[src/rtl/imem_boot_loader.sv]
// Boot loader: turns a length/data/checksum byte stream into instruction-memory word writes
// and keeps the processor in reset until a verified image is in place.
module imem_boot_loader #(
  parameter int unsigned ADDR_W  = 8,
  parameter int unsigned TIMEOUT = 1023
) (
  input  logic              clk,
  input  logic              rst_async,
  input  logic              start,
  input  logic              rx_valid,
  input  logic [7:0]        rx_byte,
  output logic              rx_ready,
  output logic              imem_we,
  output logic [ADDR_W-1:0] imem_addr,
  output logic [31:0]       imem_wdata,
  output logic              cpu_rst,
  output logic              busy,
  output logic              done,
  output logic              err,
  output logic [1:0]        err_code
);

  localparam int unsigned TMO_W = (TIMEOUT < 2) ? 1 : $clog2(TIMEOUT + 1);
  localparam int unsigned WC_W  = ADDR_W + 1;
  localparam logic [16:0] CAP   = 17'(1) << ADDR_W;

  typedef enum logic [2:0] {
    S_IDLE, S_LEN0, S_LEN1, S_DATA, S_CHK, S_DONE, S_ERR
  } state_t;

  state_t            state_q, state_d;
  logic [15:0]       len_q, len_d;
  logic [WC_W-1:0]   word_cnt_q, word_cnt_d;
  logic [1:0]        byte_cnt_q, byte_cnt_d;
  logic [23:0]       buf_q, buf_d;
  logic [7:0]        csum_q, csum_d;
  logic [TMO_W-1:0]  tmo_q, tmo_d;
  logic              imem_we_d;
  logic [ADDR_W-1:0] imem_addr_d;
  logic [31:0]       imem_wdata_d;
  logic [1:0]        err_code_d;
  logic              accept;
  logic              loading_d;
  logic [15:0]       len_full;
  logic              word_last;

  assign accept    = rx_valid && rx_ready;
  assign len_full  = {rx_byte, len_q[7:0]};
  assign word_last = (17'(word_cnt_q) + 17'd1) == {1'b0, len_q};
  assign loading_d = state_d inside {S_LEN0, S_LEN1, S_DATA, S_CHK};

  // Next-state, datapath and timeout decisions
  always_comb begin
    state_d      = state_q;
    len_d        = len_q;
    word_cnt_d   = word_cnt_q;
    byte_cnt_d   = byte_cnt_q;
    buf_d        = buf_q;
    csum_d       = csum_q;
    tmo_d        = tmo_q;
    imem_we_d    = 1'b0;
    imem_addr_d  = imem_addr;
    imem_wdata_d = imem_wdata;
    err_code_d   = err_code;

    case (state_q)
      S_IDLE, S_DONE, S_ERR: begin
        if (start) begin
          state_d    = S_LEN0;
          len_d      = '0;
          word_cnt_d = '0;
          byte_cnt_d = '0;
          buf_d      = '0;
          csum_d     = '0;
          tmo_d      = '0;
          err_code_d = 2'b00;
        end
      end
      S_LEN0: begin
        if (accept) begin
          len_d[7:0] = rx_byte;
          csum_d     = csum_q ^ rx_byte;
          state_d    = S_LEN1;
        end
      end
      S_LEN1: begin
        if (accept) begin
          len_d  = len_full;
          csum_d = csum_q ^ rx_byte;
          if ({1'b0, len_full} > CAP) begin
            state_d    = S_ERR;
            err_code_d = 2'b01;
          end else if (len_full == 16'd0) begin
            state_d = S_CHK;
          end else begin
            state_d = S_DATA;
          end
        end
      end
      S_DATA: begin
        if (accept) begin
          csum_d     = csum_q ^ rx_byte;
          byte_cnt_d = byte_cnt_q + 2'd1;
          if (byte_cnt_q == 2'd3) begin
            imem_we_d    = 1'b1;
            imem_addr_d  = word_cnt_q[ADDR_W-1:0];
            imem_wdata_d = {rx_byte, buf_q};
            word_cnt_d   = word_cnt_q + WC_W'(1);
            if (word_last) state_d = S_CHK;
          end else begin
            // Bytes arrive LSB first, so shift new bytes in from the top
            buf_d = {rx_byte, buf_q[23:8]};
          end
        end
      end
      S_CHK: begin
        if (accept) begin
          if (rx_byte == csum_q) begin
            state_d = S_DONE;
          end else begin
            state_d    = S_ERR;
            err_code_d = 2'b10;
          end
        end
      end
      default: state_d = S_IDLE;
    endcase

    if (state_q inside {S_LEN0, S_LEN1, S_DATA, S_CHK}) begin
      if (accept) begin
        tmo_d = '0;
      end else if (TIMEOUT != 0) begin
        if (32'(tmo_q) == TIMEOUT - 32'd1) begin
          state_d    = S_ERR;
          err_code_d = 2'b11;
        end else begin
          tmo_d = tmo_q + TMO_W'(1);
        end
      end
    end
  end

  // State, datapath and registered outputs
  always_ff @(posedge clk or posedge rst_async) begin
    if (rst_async) begin
      state_q    <= S_IDLE;
      len_q      <= '0;
      word_cnt_q <= '0;
      byte_cnt_q <= '0;
      buf_q      <= '0;
      csum_q     <= '0;
      tmo_q      <= '0;
      rx_ready   <= 1'b0;
      imem_we    <= 1'b0;
      imem_addr  <= '0;
      imem_wdata <= '0;
      cpu_rst    <= 1'b1;
      busy       <= 1'b0;
      done       <= 1'b0;
      err        <= 1'b0;
      err_code   <= 2'b00;
    end else begin
      state_q    <= state_d;
      len_q      <= len_d;
      word_cnt_q <= word_cnt_d;
      byte_cnt_q <= byte_cnt_d;
      buf_q      <= buf_d;
      csum_q     <= csum_d;
      tmo_q      <= tmo_d;
      rx_ready   <= loading_d;
      imem_we    <= imem_we_d;
      imem_addr  <= imem_addr_d;
      imem_wdata <= imem_wdata_d;
      cpu_rst    <= (state_d != S_DONE);
      busy       <= loading_d;
      done       <= (state_d == S_DONE);
      err        <= (state_d == S_ERR);
      err_code   <= err_code_d;
    end
  end

endmodule

[config.mk]
export PLATFORM = sky130hd
export DESIGN_NAME = imem_boot_loader
export DESIGN_NICKNAME = d
export VERILOG_FILES = /design/src/rtl/imem_boot_loader.sv
export SDC_FILE = /design/constraint.sdc
export NUM_CORES = 1
export LEC_CHECK = 0
export ABC_AREA = 1
export CORE_ASPECT_RATIO = 1.2
export CORE_MARGIN = 3
export CORE_UTILIZATION = 35
export DETAILED_ROUTE_END_ITERATION = 10
export PLACE_DENSITY = 0.62
export SLEW_MARGIN = 20
export SYNTH_ARGS = -nofsm -noshare
export SYNTH_HDL_FRONTEND = slang
export SYNTH_SLANG_ARGS = --single-unit
[constraint.sdc]
create_clock -name clk -period 12.2 [get_ports clk]
set_input_delay 2.44 -clock clk [delete_from_list [all_inputs] [get_ports clk]]
set_output_delay 2.44 -clock clk [all_outputs]
set_load 0.05 [all_outputs]
==> results of run 1 <==
## layout make-up
class	instances	area (um2)	area share, %
inverters	103	394	5.65
clock inverters	11	101	1.45
well taps	208	260	3.73
clock buffers	20	457	6.55
flip-flops and latches	119	2980	42.7
multi-input cells	425	2180	31.2
repair buffers	61	606	8.68
## report_power, final
part,leakage [nW],switching [mW],internal (mW)
logic,1.28,0.409,0.178
registers,1.62,0.0479,0.484
clock network,0.253,0.180,0.289
## path summary, 6_finish.rpt
kind	slack, ns	from	to
setup / recovery	7.77	rx_valid	word_cnt_q[7]
min in group asynchronous	2.48	rst_async	imem_wdata[21]
max in group asynchronous	8.44	rst_async	imem_addr[6]
setup reg to reg	9.79	busy	word_cnt_q[7]
hold / removal	0.48	imem_wdata[17]	imem_wdata[17]
hold reg to reg	0.48	imem_wdata[17]	imem_wdata[17]
## worst min-delay path: stages, from the launching register on
cell	delay, ns
dfrtp_1	0.34
nand2_1	0.05
o21ai_0	0.05
## registers in the layout, indices dropped and copies added (netlist names)
register    flops
done            1
imem_wdata     32
err_code        2
imem_addr       8
buf_q          24
imem_we         1
err             1
len_q          16
state_q         3
byte_cnt_q      2
busy            1
word_cnt_q      9
cpu_rst         1
tmo_q          10
csum_q          8
## layer usage
metal  up-vias  part of all wire, %
met5         -                    0
met4         0                  2.7
met3        27                  4.2
met2       107                   45
met1      2113                   48
li1       2298                    -
## layout by cell type, fill, tap and decap left out, types with 4 or more instances in the layout
cell             synthesis  final
nand2_2                 10     11
o21ai_0                 61     61
o21ai_1                  4      4
nor3_1                   6      6
nand3_1                 57     57
inv_1                   92     91
clkdlybuf4s50_1          0     59
clkbuf_16                0     17
o22ai_1                 27     27
ha_1                     4      4
nand2_1                156    155
nor2_1                  38     38
nor2_4                   8      8
nand4_1                 10     10
inv_2                    8      8
a21oi_1                  8      8
clkinvlp_4               0      7
o31ai_1                  9      9
dfrtp_1                118    118
## per-stage QoR
stage                     utilization (%)  cell area, um2  setup WS, ns  instances  total power [mW]
after floorplan                         -            5640          6.60        665              1.00
after global placement               40.9            6410          7.48        916              1.12
after detailed placement             40.9            6410          7.43        916              1.13
after CTS                            44.4            6970          7.81        947              1.60
after global routing                 44.4            6970          7.58        947              1.69
final                                44.4            6970          7.77        947              1.59
## cells by family after synthesis
logic type	synth area share, %
and+or+nand+nor	23.7
buffers and inverters	8.71
adders and majority gates	0.887
DFF	52.8
AOI/OAI and AO/OA	13.9
==> impl.org, run 1 <==
** Setup path
- Among the stages of the critical path, the cell type that occurs most often is nand2_2.
- Series of cell instances along the critical path :: clkdlybuf4s50_1 > nand2_2 > clkinv_1 > nand2_2 > buf_4 > inv_1 > nand3_1 > o21ai_0
- Required time of the worst setup path :: 12.48 ns
- The critical path in this run is classified as primary input to register.
- Slowest-stage cell, CP :: buf_4
- CP Depth :: 8
- Grouping stages by cell kind, the critical path spends the most delay in buffers and inverters.
- Maximum fanout along the worst path :: 83
- In this design, the stage delay of the slowest critical-path cell is 0.56 ns.
- Sum of buffers and inverters on the critical path :: 4
- The worst setup path is launched from a primary input.
- Critical Path End Type :: register
- Worst Reg-to-Reg Cells :: 7
- Data arrival at the endpoint of the critical path :: 4.71 ns

** GRT
- Total GRT Usage :: 15.2%
- Initial antenna violation count :: 0
- Maximum number of pins on one net before global-route repair :: 84
- GRT met1 Usage :: 20.8%
- Met2 layer usage reported by global route :: 22.9%
- Layer with the highest usage :: met2
- Wire length of the first global-routing pass :: about 22000 um
- Aggregate global routing overflow :: 0
- Met3 usage :: approximately 3.5%
- Via count of the first global-routing pass :: 4410

** Timing
- The worst path in the final design needs a cycle of ~4.4 ns, including I/O delays and setup.
- Setup repair after global routing left no endpoint under its margin.
- On the final layout, the worst clock skew is about 0.0048 ns.
- Hold timing on the final database bottoms out at a slack of 0.479 ns.
- Highest attainable clock frequency :: 0.226 GHz
- Number of hold violations in the final report :: 0
- Final period util :: 36.3%
- Slew margin rel. :: 35.3%
- Final setup TNS :: 0 ns
- Setup violations remaining at the end of the flow were counted as 0.
- Transition time at the pin with the least slew margin :: 0.968 ns
- The number of max-slew violations in the final report is 0.

** Drt
- The routed design has between 10000 and 15000 um of wire.
- Antenna Nets Post-Route :: 0
- Violation count after the first detailed-route iteration :: 325
- The detailed router placed roughly 4500 vias in this run.
- Length of the first detailed-routing pass in iterations :: 5
- Vias per cell :: ~4.8
- Remaining design rule violation count :: 0
- Drt wl/cell :: 13.5 um

** CTS
- Number of hold-repair buffers added at the cts stage :: 0
- For the worst-skew pair, the clock arrives at the later sink with an insertion delay of 0.41 ns.
- Clk sink count :: 119
- Clock tree root buffer cell :: clkbuf_16
- Cts repair resizes :: 0
- Buffer levels on the longest clock path :: 2
- Clock transition at the register clock pins on the worst setup and hold paths after CTS :: 0.06 ns
- TritonCTS clock tree :: yes
- In this run, CTS created clock tree buffers numbering 17.
- Post CTS Setup Buffer Count :: 0
- H-tree levels :: 4

** Run status
- Run status :: completed

** Synthesis
- In the synthesized netlist the dominant register cell turns out to be dfrtp_1.
- After synthesis, the largest area contributor takes up 52.3% of total cell area.
- In this run the cell area of the synthesized design comes to approximately 5600 um2.
- Unique masters post-synth :: 40
- Synth warn :: 0
- The number of nets in the synthesized netlist is 681.
- After synthesis, the share of flip-flops with an asynchronous set or reset is 100%.
- Dominant cell by count in the synthesized netlist :: nand2_1
- Number of cells produced by synthesis :: 665
- The average instance in the mapped netlist occupies about 8.5 um2.
- By area the synthesized netlist is led by dfrtp_1 (52%), nand2_1 (10%), inv_1 (6.1%), o21ai_0 (5.4%), nand3_1 (5.1%).
- Count of state elements after synthesis :: 119
- Number of enable-type register cells in the synthesized netlist :: 0
- Sequential-to-total area share from yosys stat :: 52.8%
- Post-synth top area cell :: dfrtp_1
- Leading cell types by count after synthesis :: nand2_1 (156), dfrtp_1 (118), inv_1 (92)

** Place
- The congestion estimate from routability-driven global placement came to 0.834.
- Buffers placed on the I/O ports in this run total 59.
- HPWL Detailed :: between 8000 and 9000 um

** Run
- Max-cap violation count :: 0

** Layout
- The layout has 1529 filler cells.
- Final layout net count :: 743
- Of the cells placed in the final design, the portion with a size suffix greater than 1 is 11.0%.
- 0 antenna diodes ended up in the layout.
- Relative to the synthesized area, the layout overhead comes to 23.5%.

** Power
- IR analysis of the VDD net gives a maximum drop of 0.102 mV.
- Power density over cell area :: between 200 and 250 nW/um2
- Leak Pwr :: about 3.2 nW

** Min path
- Path type of the worst min-delay path :: register to register
- Worst hold stages :: 2

** Die
- DIE WIDTH :: 122 um
- Pin placement for this block handled 60 I/O pins.
- From bottom edge to top edge, the die measures 145 um.
- Row generation in the floorplan step produced 50 rows.
- Once the floorplan was initialized, standard cells occupied 35.9% of the core.
- The floorplan step defined a die boundary enclosing 17700 um2.
- The total area inside the core boundary comes to 15700 um2.
Power figures use the tool's default switching activity.
==> run 2, diff against run 1 <==
- clock period: 12.2 -> 4.2 ns (I/O delays scaled with it)
==> run 2 against run 1 <==
First-iteration DRC count grew 12%. Non-clock buffer count increased by 3. Sequential share of layout area is 0.35 points lower. Global-route usage increased by 1.2 points. Die area stayed put. Register-to-register slack worse by 7.8 ns. Hold slack improved by 0.0021 ns. Wire length grew 5.2%. Count of clock-buffer cells in the layout fell by 2. Combinational power rose to 3.0 times the previous value. Via count increased by 0.88%. Clock power grew to 3.0 times the previous value. Largest cell class unchanged. Largest power group unchanged.
==> impl.org, run 2 (synthesized netlist as in run 1, its figures left out) <==
** Drt
- Violation count after the first detailed-route iteration :: 364
- The final layout contains routed wiring with a total length of 13500 um.
- Vias after detailed routing :: 4585
- Vias per cell :: 4.82
- Remaining design rule violation count :: 0
- Antenna Nets Post-Route :: 0
- Drt wl/cell :: 14.1 um
- Length of the first detailed-routing pass in iterations :: 5

** Layout
- Non-filler cells, final :: 951
- Area added between synthesis and finish :: 24.6%
- The top cell types in the final layout, fill and taps aside, are nand2_1 (155), dfrtp_1 (118), inv_1 (91).
- Final instance area :: 7030 um2
- Registers with the highest flip-flop counts :: imem_wdata: 32 flops, buf_q: 24 flops, len_q: 16 flops
- Flip-flop count of the largest register after layout :: 32
- Layout cell share with drive strength beyond 1 :: 11.6%
- More flip-flops sit in one register than any other, and that register is imem_wdata.
- Final layout net count :: 746
- The library cell used most frequently in the layout, excluding fill and tap cells, is nand2_1.
- Core Util, Final :: between 40% and 50%
- The repair_antennas step left the layout with diodes totalling 0.

** CTS
- The number of hold buffers added after CTS was 0.
- TritonCTS created 17 clock buffers.
- Clk_lat worst skew :: roughly 0.43 ns
- The number of setup buffers added after CTS is 0.
- In this run the clock root is driven by a clkbuf_16.
- H-tree levels :: 4
- Cts repair resizes :: 0
- CTS saw between 100 and 150 sinks.
- Clock transition at the register clock pins on the worst setup and hold paths after CTS :: 0.06 ns
- Buffer levels on the longest clock path :: 2
- TritonCTS built the clock tree.

** Place
- At the end of routability-driven placement, the weighted congestion stood at 0.891.
- In this run the cell area measured after placement is about 6400 um2.
- HPWL Detailed :: 9490 um
- Port Buffers :: 59
- Cell count after placement :: 919

** Timing
- Static timing analysis puts the maximum clock frequency at 0.389 GHz.
- Final Setup Violations :: 0
- Number of hold violations in the final report :: 0
- Unrepaired setup endpoints after global routing :: no
- Setup Skew :: 0.00578 ns
- After routing, the total negative slack on setup checks comes to 0 ns.
- Post-layout minimum cycle time :: around 2.6 ns
- Count of final max-slew check failures :: 0
- Slew margin rel. :: 44.5%
- At the pin with the least slew margin, the transition time is 0.833 ns.
- The final critical path takes up 61.2% of the cycle.

** Setup path
- Among all stages on the critical path, the largest delay is contributed by clkdlybuf4s50_1.
- Critical Path End Type :: output pin
- Sum of buffers and inverters on the critical path :: 1
- The critical path in this run is classified as register to output pin.
- Critical Path Source Type :: register
- Required time of the worst setup path :: 3.36 ns
- In this design, the largest share of critical-path delay is due to buffers and inverters.
- At the worst endpoint, the arrival time is 1.73 ns.
- Highest cell delay on the worst timing path :: roughly 0.80 ns
- Maximum fanout along the worst path :: 1
- Series of cell instances along the critical path :: clkdlybuf4s50_1

** GRT
- Aggregate global routing overflow :: 0
- Via count of the first global-routing pass :: 4462
- Initial antenna violation count :: 0
- Total GRT Usage :: 16.4%
- Entering global routing, the biggest net connects 66 pins.
- Wire length of the first global-routing pass :: around 23000 um

** Die
- For this configuration, the core starts out at a cell density of a little over a third.
- Chip height :: about 150 um
- Std-Cell Core Area :: 15700 um2
- Number of ports placed on the die boundary :: 60
- Std cell rows :: 50
- The die covers 17700 um2.
- Measured along the x axis, the die boundary spans 122 um.

** Power
- In this run switching power makes up 41.3% of total power.
- Cell Int Power :: 2.77 mW
- Clock share of power :: between 30% and 40%
- Power density over cell area :: 671 nW/um2
- Per report_power, the sequential group accounts for 32.8% of the total.
- VDD IR-drop max :: 0.354 mV
- Leak Pwr :: 3.20 nW
- Power share of the combinational group :: between 30% and 40%
- For this design the total switching power over the nets is 1.95 mW.
- Power Total :: between 4 and 5 mW

** Run status
- Run status :: completed

** Run
- Across the run, the number of max-cap violations was 0.

** Min path
- The min-delay analysis places its worst path in the category register to register.
==> run 2: layer usage <==
| metal | track usage, % | wire length, um | vias up |
|---|---|---|---|
| met5 | 0 | 0 | - |
| met4 | 6.33 | 255 | 0 |
| met3 | 4.56 | 692 | 22 |
| met2 | 24.2 | 6070 | 101 |
| met1 | 23.0 | 6440 | 2147 |
| li1 | - | - | 2315 |
==> run 2: through the flow <==
| stage | worst slack [ns] | hold WS [ns] |
|---|---|---|
| after detailed placement | 1.22 | 0.474 |
| after global placement | 1.20 | 0.468 |
| after CTS | 1.60 | 0.489 |
| final | 1.63 | 0.481 |
| after floorplan | 0.204 | 0.446 |
| after global routing | 1.52 | 0.506 |
==> run 2: cell type report <==
type	instances	area, um2
Fill cell	1524	8670
Sequential cell	119	2980
Multi-Input combinational cell	425	2180
Timing Repair Buffer	64	641
Clock buffer	18	439
Inverter	103	394
Tap cell	208	260
Clock inverter	14	141
==> run 2: path summary, 6_finish.rpt <==
check,start,end,slack (ns),cells past startpoint
max,cpu_rst,cpu_rst,1.63,1
min,imem_addr[6],imem_addr[6],0.48,2
max reg2reg,state_q[1],buf_q[21],2.01,10
min reg2reg,imem_addr[6],imem_addr[6],0.48,2
max in group asynchronous,rst_async,imem_wdata[21],2.48,3
min in group asynchronous,rst_async,buf_q[8],0.94,2
==> run 2: tightest hold or removal path: cells and delay by family (launching register included) <==
family / cells / cell delay [ns]
flip-flops: 1 / 0.34
AO/OA/AOI/OAI: 1 / 0.06
AND/OR/NAND/NOR: 1 / 0.05
==> run 2: power groups by stage <==
stage          registers [mW]  clock network (mW)  logic (mW)
5_1_grt                  1.59                1.50        1.95
2_1_floorplan            1.71                   0        1.20
3_5_place_dp             1.57                   0        1.75
3_3_place_gp             1.57                   0        1.74
4_1_cts                  1.55                1.45        1.76
6_report                 1.55                1.42        1.75
==> run 3, diff against run 2 <==
- clock period: 4.2 -> 2.59 ns (I/O delays scaled with it)
==> run 3 against run 2 <==
Critical path type is now register to register. Total power grew 69%. First-iteration DRC count shrank 35%. Die area is the same. Sequential share of layout area shrank 1.1 points. Count of clock-buffer cells in the layout grew 1. Largest power group unchanged. Critical endpoint is now buf_q[17].
==> impl.org, run 3 (synthesized netlist as in run 1, its figures left out) <==
** Drt
- The detailed router placed 4533 vias in this run.
- Violation count after the first detailed-route iteration :: 237
- After detailed routing, the number of remaining DRC violations is 0.
- The pre-antenna-repair detailed-routing pass consisted of 5 iterations.
- Drt wl/cell :: between 10 and 15 um
- Overall routed net length :: ~13000 um
- The detail route stage leaves a number of antenna-violating nets equal to 0.
- Vias per cell :: ~4.7

** Die
- The die covers 17700 um2.
- Std cell rows :: 50
- The region available for standard cell placement spans 15700 um2.
- 60 I/O pins were placed.
- In this run the vertical extent of the chip is about 150 um.
- In this run the horizontal extent of the chip is 122 um.
- Initial Utilization :: between 30% and 40%

** Layout
- Commonest cells after routing, fill and taps aside :: nand2_1 (155), dfrtp_1 (118), inv_1 (91)
- Area added between synthesis and finish :: 27.8%
- The net count of the finished layout is ~760.
- Registers with the highest flip-flop counts :: imem_wdata: 32 flops, buf_q: 24 flops, len_q: 16 flops
- Most common cell after layout, fill and taps aside :: nand2_1
- Layout cell share with drive strength beyond 1 :: 12.6%
- Filler cells :: 1512
- The register with the most flip-flops in the layout has 32 of them.
- Register containing the most flip-flops in the final layout :: imem_wdata
- Footprint of the multi-input gates :: 2180 um2
- The repair_antennas step left the layout with diodes totalling 0.
- Registers take 2980 um2.
- For this run, the share of the core covered by cells in the final layout is between 40% and 50%.

** Timing
- The number of max-slew violations in the final report came to 0.
- The number of failing hold endpoints at the final stage is 0.
- The worst path uses 86.7% of the clock period.
- Setup violations remaining at the end of the flow were counted as 0.
- Across the routed clock network, the largest skew measured is 0.00812 ns.
- Unrepaired setup endpoints after global routing :: no
- Headroom to the max-slew limit came out at between 50% and 60%.
- Adding up every negative setup slack in the final design gives 0 ns.
- At the pin with the least slew margin, the transition time is 0.610 ns.
- Highest attainable clock frequency :: 0.445 GHz
- Post-layout minimum cycle time :: 2.25 ns

** Setup path
- On the worst path, the slowest cell contributes a delay of 0.48 ns.
- Measured in cells, the most critical reg-to-reg path has a length of 10.
- Data on the critical path is required at its endpoint by 2.84 ns.
- The slowest stage of the critical path belongs to the cell nor2_4.
- Of all nets on the critical path, the largest fanout is 24.
- Category of the most critical setup path :: register to register
- For the worst setup path, the data arrival time is 2.49 ns.
- In this run the critical register-to-register path is launched from state_q[1].
- Counting stages on the worst path, the most repeated cell is nor2_4.
- The worst setup path is captured at a register.
- Capturing point of the worst reg2reg path :: buf_q[17]
- Traced cell by cell, the critical path runs through inv_1 > nand2_4 > inv_2 > nor2_4 > nor2_4 > nand2_4 > a21oi_2 > inv_2 > nor2_4 > o22ai_1.
- Worst setup slack for register-to-register paths :: 0.34 ns
- The kind of cell with the highest combined delay along the critical path is simple AND/OR/NAND/NOR gates.
- STA classifies the critical path startpoint as a register.
- The critical path contains buffers and inverters numbering 3 combined.

** Run status
- Run status :: completed

** CTS
- The H-tree was split into 4 levels.
- Cts repair resizes :: 0
- The clock net in this run drives a total of 119 sinks.
- Clock tree root buffer cell :: clkbuf_16
- Buffer levels on the longest clock path :: 2
- Clock transition at the register clock pins on the worst setup and hold paths after CTS :: 0.06 ns
- Number of hold-repair buffers added at the cts stage :: 0
- Number of clock buffers inserted by TritonCTS :: 17
- Post CTS Setup Buffer Count :: 0
- Clk_lat worst skew :: 0.41 ns
- TritonCTS built the clock tree.

** GRT
- Initial antenna violation count :: 0
- met2 is the most crowded layer.
- The first global-routing pass estimated approximately 22000 um of wire.
- Global routing consumed, on the met2 layer, 24.4% of the routing resources.
- Total GRT Usage :: 15.8%
- Via count of the first global-routing pass :: 4408
- Entering global routing, the biggest net connects 54 pins.
- Global routing used between 20 and 25% of the available met1 tracks.
- In the global route stage, met3 resource usage came out at 3.31%.
- Aggregate global routing overflow :: 0

** Place
- The HPWL after detailed placement is 9550 um.
- The congestion estimate from routability-driven global placement came to roughly 0.86.
- Input and output buffers added on the ports amount to 59.

** Run
- Max-cap violation count :: 0

** Power
- For this design the static power due to leakage is about 3.3 nW.
- In this run the power density over the cells is 1100 nW/um2.
- VDD IR-drop max :: 0.622 mV

** Min path
- Startpoint of the lowest-slack hold path :: imem_wdata[12]
- For hold timing, the worst endpoint is imem_wdata[12].
- Along the worst hold path, the cell count comes to 2.
- Path type of the worst min-delay path :: register to register
[run 3: cell types whose count changed in the layout (fill, tap and decap cells not counted), moves of 2 or more]
cell,change
buf_12,+3
buf_4,+8
bufinv_16,+4
clkinv_2,+2
clkinv_4,-2
inv_6,-2
inv_8,-2
[run 3: final cells by class]
class	count	share of cell area [%]
clock buffer	19	6.14
clock inverter	12	2.76
inverter	103	5.48
multi-input combinational	425	30.2
sequential	119	41.3
tap	208	3.61
timing repair buffer	75	10.5
[run 3: power breakdown]
group	internal [mW]	total, mW	switching, mW
Combinational	0.891	2.88	1.99
Sequential	2.28	2.51	0.232
Clock	1.73	2.57	0.845
[run 3: per-stage QoR]
step / hold slack [ns] / power, mW / cell area, um2 / cells / setup WS, ns
6_report: 0.478 / 7.96 / 7210 / 961 / 0.345
5_1_grt: 0.502 / 8.45 / 7210 / 961 / 0.229
4_1_cts: 0.481 / 8.02 / 7210 / 961 / 0.324
3_5_place_dp: 0.467 / 5.43 / 6570 / 930 / 0.123
3_3_place_gp: 0.460 / 5.40 / 6570 / 930 / 0.120
2_1_floorplan: 0.446 / 4.72 / 5650 / 665 / 0.617
[run 3: worst min-delay path: stages (launching register included)]
cell and delay [ns]:
dfrtp_1 0.34, nand2_1 0.05, o21ai_0 0.05
[run 3: worst max-delay path by stage]
stage / cells after the start / end / start
2_1_floorplan: 1 / buf_q[0] / rst_async
3_3_place_gp: 14 / busy / rx_byte[0]
3_5_place_dp: 14 / busy / rx_byte[0]
4_1_cts: 1 / cpu_rst / cpu_rst
5_1_grt: 10 / buf_q[19] / state_q[1]
6_report: 10 / buf_q[17] / state_q[1]
[run 3: routing by layer]
layer	part of all wire [%]	wire length [um]
met1	47	6280
met2	47	6200
met3	4.2	562
met4	1.4	188
met5	0	0
==> patch 1 (flow settings as in run 1) <==
Set the parameter `ADDR_W` to 6 (it was 8).
--- a/src/rtl/imem_boot_loader.sv
+++ b/src/rtl/imem_boot_loader.sv
@@ -2,5 +2,5 @@
 // and keeps the processor in reset until a verified image is in place.
 module imem_boot_loader #(
-  parameter int unsigned ADDR_W  = 8,
+  parameter int unsigned ADDR_W  = 6,
   parameter int unsigned TIMEOUT = 1023
 ) (
Ports: changed (resized imem_addr); port bits go from 60 to 58. No check against the original RTL was run, so the function may have changed too.
==> patch 1 against run 1 <==
  * Largest cell class unchanged
  * Sequential power shrank 6.4%
  * Routed wire length down 1.7%
  * Synthesized area decreased by 2.4%
  * Sequential cell count decreased by 4
  * Power shrank 1.2%
  * Sequential share of layout area decreased by 0.78 points
  * Register-to-register slack better by 0.30 ns
  * Cell area shrank 1.6%
  * Worst setup slack gained 0.27 ns
  * Via count fell by 4.0%
  * Non-clock buffer count decreased by 1
  * Clock skew up 0.0022 ns
==> patch 1: results (changes against run 1) <==
Area of placed instances: 0.006232 mm^2 (was 0.006415 mm^2). Filler cell count in the final layout: 1519 (was 1529). The adder and majority cell fraction of the synthesized area was 0.009085 (was 0.008867). Most instantiated cells after synthesis: nand2_1, dfrtp_1, inv_1 (unchanged).

Fraction of final layout cells sized beyond drive strength 1: 0.1309 (was 0.1096). The first-pass GRT wire length was 21420 um (was 21620 um); the net count after synthesis was 640 (was 681). The synthesized area per cell was 8.829 um^2 (was 8.487 um^2); the count of nets after finishing was 699 (was 743).

The compound-cell area share of the yosys netlist works out to 0.1583 (was 0.1388). Highest net fanout along the worst path: 1 (was 83). The sum of routed wire segments on met1 was 5926 um (was 6118 um).

For the routed wire length on met2, the log shows 5849 um (was 5779 um). Met3 wire length: 545 um (was 540 um). The number of distinct library cells after synthesis is 47 (was 40), and the pin count of the biggest net entering global routing is 82 (was 84).

The data arrival time of the critical path was 1.73 ns (was 4.71 ns); the fraction of the yosys area taken by sequential cells was 0.5226 (was 0.5278). The half-perimeter wire length after placement came out at 8735 um (was 8980 um). The post-route standard cell area excluding fillers came out at 0.006864 mm^2 (was 0.006973 mm^2). The run gives 0.0001674 V (was 0.0001017 V) as the maximum vdd drop.

The run gives 7.698 ns (was 7.427 ns) as the minimum setup slack after placement. Count of TritonRoute iterations in the first routing pass: 4 (was 5). The cell type of the slowest stage on the worst timing path is clkdlybuf4s50_1 (was buf_4). Leakage power figure: 0.003050 uW (was 0.003155 uW). The via count of the routed design came out at 4365 (was 4545). The weighted congestion at the end of routability-driven global placement is 0.8426 (was 0.8343).

The delay of the slowest critical-path stage works out to 0.80 ns (was 0.56 ns). The via count of the first global-routing pass is 4326 (was 4410). Ratio of routed vias to standard cells: 4.855 (was 4.799). Biggest area contributors in the synthesized netlist: dfrtp_1, nand2_1, inv_1, o22ai_2, nand3_1 (was dfrtp_1, nand2_1, inv_1, o21ai_0, nand3_1). The logs give 12560 um (was 12790 um) for the overall routed net length and 0.007004 ns (was 0.004838 ns) for the setup clock skew after layout. The logs give 0 (unchanged) for the number of antenna cells inserted and 868 (was 916) for the number of placed instances with taps included. The total of buffers placed on input and output ports was 57 (was 59).

The run finished with clean final reports. The normalized max-slew margin is 0.4927 (was 0.3528). The xor/xnor cell area share of the yosys netlist was 0.007949 (was 0). The total number of yosys warnings was 0 (unchanged). Combined global-route utilization of all metal layers: 0.1561 (was 0.1524).

The DRC marker count from the first detailed-route iteration was 368 (was 325).
[patch 1: changes by cell type in the layout (fill, tap and decap cells not counted), moves of 5 or more]
cell | before | now
o21ai_1 | 4 | 31
o22ai_2 | 0 | 20
xnor2_1 | 0 | 5
nand3_1 | 57 | 46
inv_1 | 91 | 86
o21ai_0 | 61 | 29
o22ai_1 | 27 | 9
clkinvlp_4 | 7 | 1
nand2_2 | 11 | 3
nand2_1 | 155 | 138
[patch 1: path summary, 6_finish.rpt]
| check | endpoint | from | slack, ns |
|---|---|---|---|
| max | cpu_rst | cpu_rst$_DFF_PP1_ | 8.03 |
| min | byte_cnt_q[1]$_DFFE_PP0P_ | byte_cnt_q[1]$_DFFE_PP0P_ | 0.48 |
| max reg2reg | len_q[4]$_DFFE_PP0P_ | state_q[1]$_DFF_PP0_ | 10.09 |
| min reg2reg | byte_cnt_q[1]$_DFFE_PP0P_ | byte_cnt_q[1]$_DFFE_PP0P_ | 0.48 |
| max in group asynchronous | imem_wdata[0]$_DFFE_PP0P_ | rst_async | 8.74 |
| min in group asynchronous | csum_q[6]$_DFFE_PP0P_ | rst_async | 2.40 |
[patch 1: report_power, final]
group	leakage [uW]	internal (uW)	switching (uW)
registers	0.00157	454	43.0
logic	0.00117	166	376
clock network	0.000305	344	184
[patch 1: cell type report]
| type | count | share of cell area |
|---|---|---|
| clock inverter | 14 | 0.02953 |
| sequential | 115 | 0.4194 |
| clock buffer | 17 | 0.06198 |
| multi-input combinational | 390 | 0.3101 |
| timing repair buffer | 60 | 0.08695 |
| inverter | 99 | 0.05487 |
| tap | 204 | 0.03719 |
[patch 1: layer usage]
layer | vias up | track usage
li1 | 2158 | -
met1 | 2089 | 0.2063
met2 | 92 | 0.2496
met3 | 26 | 0.03661
met4 | 0 | 0.06146
met5 | - | 0
==> patch 2 (settings of run 1) <==
Made on the original files. Reset style: synchronous (`rst_async`), changed in one clocked block.
--- a/src/rtl/imem_boot_loader.sv
+++ b/src/rtl/imem_boot_loader.sv
@@ -142,5 +142,5 @@
 
   // State, datapath and registered outputs
-  always_ff @(posedge clk or posedge rst_async) begin
+  always_ff @(posedge clk) begin
     if (rst_async) begin
       state_q    <= S_IDLE;
Formal check against the unedited RTL: differs if rst_async is asserted again (counterexample within 4 cycles, from zero or initial values and one cycle with rst_async high); with rst_async held inactive, the same outputs for 10 cycles.
==> patch 2 against run 1 <==
  * Sequential cell count stayed put
  * Die area shrank 5.4%
  * Routed wire length is 3.9% higher
  * Register-to-register slack got worse by 0.38 ns
  * Worst setup slack improved by 0.19 ns
  * Cell area is 5.8% lower
  * Critical endpoint is now len_q[3]$_SDFFE_PP0P_
  * Synthesized area fell by 5.7%
  * Largest cell class is now multi-input combinational cells
  * Core utilization grew 0.39 points
  * Final cell count is 7.5% higher
  * Highest routed layer unchanged
Power is not compared: it rests on default switching activity, and its combinational part moved more than twofold at a synthesized area within 25%.
==> patch 2: results (changes against run 1) <==
For the count of TritonRoute iterations in the first routing pass, the log shows 4 (was 5). The logs give 61 (was 84) for the pin count of the biggest net entering global routing and 4.58 ns (was 4.71 ns) for the data arrival time of the critical path. The half-perimeter wire length after placement was 9203 um (was 8980 um); the highest net fanout along the worst path was 11 (was 83).

Biggest area contributors in the synthesized netlist: dfxtp_1, nand2_1, nor2_1, o21ai_0, a21oi_1 (was dfrtp_1, nand2_1, inv_1, o21ai_0, nand3_1). The flow ran to the end, and the final reports show no timing, DRC or antenna violations. Most instantiated cells after synthesis: nand2_1, nor2_1, dfxtp_1 (was nand2_1, dfrtp_1, inv_1). For the setup clock skew after layout, the log shows 0.004556 ns (was 0.004838 ns).

The DRC marker count from the first detailed-route iteration is 263 (was 325). The share of synthesized flip-flops with an asynchronous set or reset came out at 0 (was 1.000). The combined global-route utilization of all metal layers is 0.1644 (was 0.1524), and the net count after synthesis is 773 (was 681). The ratio of routed vias to standard cells was 4.780 (was 4.799). The tools report the number of levels the H-tree was split into as 4 (unchanged). VDD sags by at most 0.00008900 V.

The fraction of final layout cells sized beyond drive strength 1 is 0.06479 (was 0.1096), and the first-pass GRT wire length is 22200 um (was 21620 um). The actual transition at the worst max-transition pin is 0.9988 ns (was 0.9681 ns), and the count of nets after finishing is 822 (was 743). The via count of the first global-routing pass is 4547 (was 4410). The filler cell count in the final layout was 1521 (was 1529). The fraction of the yosys area taken by sequential cells is 0.4475 (was 0.5278), and the number of antenna cells inserted is 0 (unchanged). The logs give 0.8090 (was 0.8343) for the weighted congestion at the end of routability-driven global placement and 0.006022 mm^2 (was 0.006415 mm^2) for the area of placed instances.
==> patch 2: stage by stage <==
step / utilization / power [uW] / std cells / worst slack [ns]
2_1_floorplan: - / 488.3 / 757 / 8.450
3_3_place_gp: 0.4109 / 513.3 / 987 / 7.559
3_5_place_dp: 0.4109 / 513.2 / 987 / 7.549
4_1_cts: 0.4480 / 974.1 / 1018 / 7.971
5_1_grt: 0.4480 / 1007 / 1018 / 7.787
6_report: 0.4480 / 966.1 / 1018 / 7.960
==> patch 2: kinds of logic after synthesis <==
kind of cell	Yosys count	share of synthesized area
buf+inv	103	0.08014
flops	119	0.4475
compound gates	147	0.1518
xor+xnor	9	0.01481
fa+ha+maj	4	0.009401
simple gates	375	0.2964
==> patch 2: path summary, 6_finish.rpt <==
kind,from,to,slack [ns],cells after the start
setup reg to reg,state_q[1]$_SDFF_PP0_,len_q[11]$_SDFFE_PP0P_,9.41,6
hold reg to reg,buf_q[2]$_SDFFE_PP0P_,buf_q[2]$_SDFFE_PP0P_,0.46,2
setup / recovery,rx_valid,len_q[3]$_SDFFE_PP0P_,7.96,7
hold / removal,buf_q[2]$_SDFFE_PP0P_,buf_q[2]$_SDFFE_PP0P_,0.46,2
==> patch 2: critical path, cell delays in order <==
cell	delay [ns]
clkdlybuf4s50_1	0.48
nand2_2	0.14
inv_1	0.34
nor2_1	0.10
nor3_1	0.74
a22oi_1	0.21
nor2_1	0.13
==> patch 2: power groups by stage <==
| stage | combinational, uW | clock (uW) | sequential (uW) |
|---|---|---|---|
| after floorplan | 73.0 | 0 | 415 |
| after global placement | 98.6 | 0 | 415 |
| after detailed placement | 98.3 | 0 | 415 |
| after CTS | 98.7 | 469 | 407 |
| after global routing | 111 | 487 | 408 |
| final | 98.2 | 461 | 407 |
==> patch 2: cell type report <==
class	count	share of cell area
clock buffers	23	0.07128
well taps	200	0.03812
multi-input cells	535	0.3831
inverters	71	0.04059
clock inverters	8	0.01144
repair buffers	62	0.09262
flip-flops and latches	119	0.3629
==> patch 2: metal layers <==
metal | wire length [um] | part of all wire | GRT usage | up-vias
met5 | 0 | 0 | 0 | -
met4 | 170 | 0.013 | 0.05369 | 0
met3 | 476 | 0.036 | 0.04655 | 15
met2 | 6689 | 0.50 | 0.2904 | 69
met1 | 5950 | 0.45 | 0.1918 | 2211
li1 | - | - | - | 2571
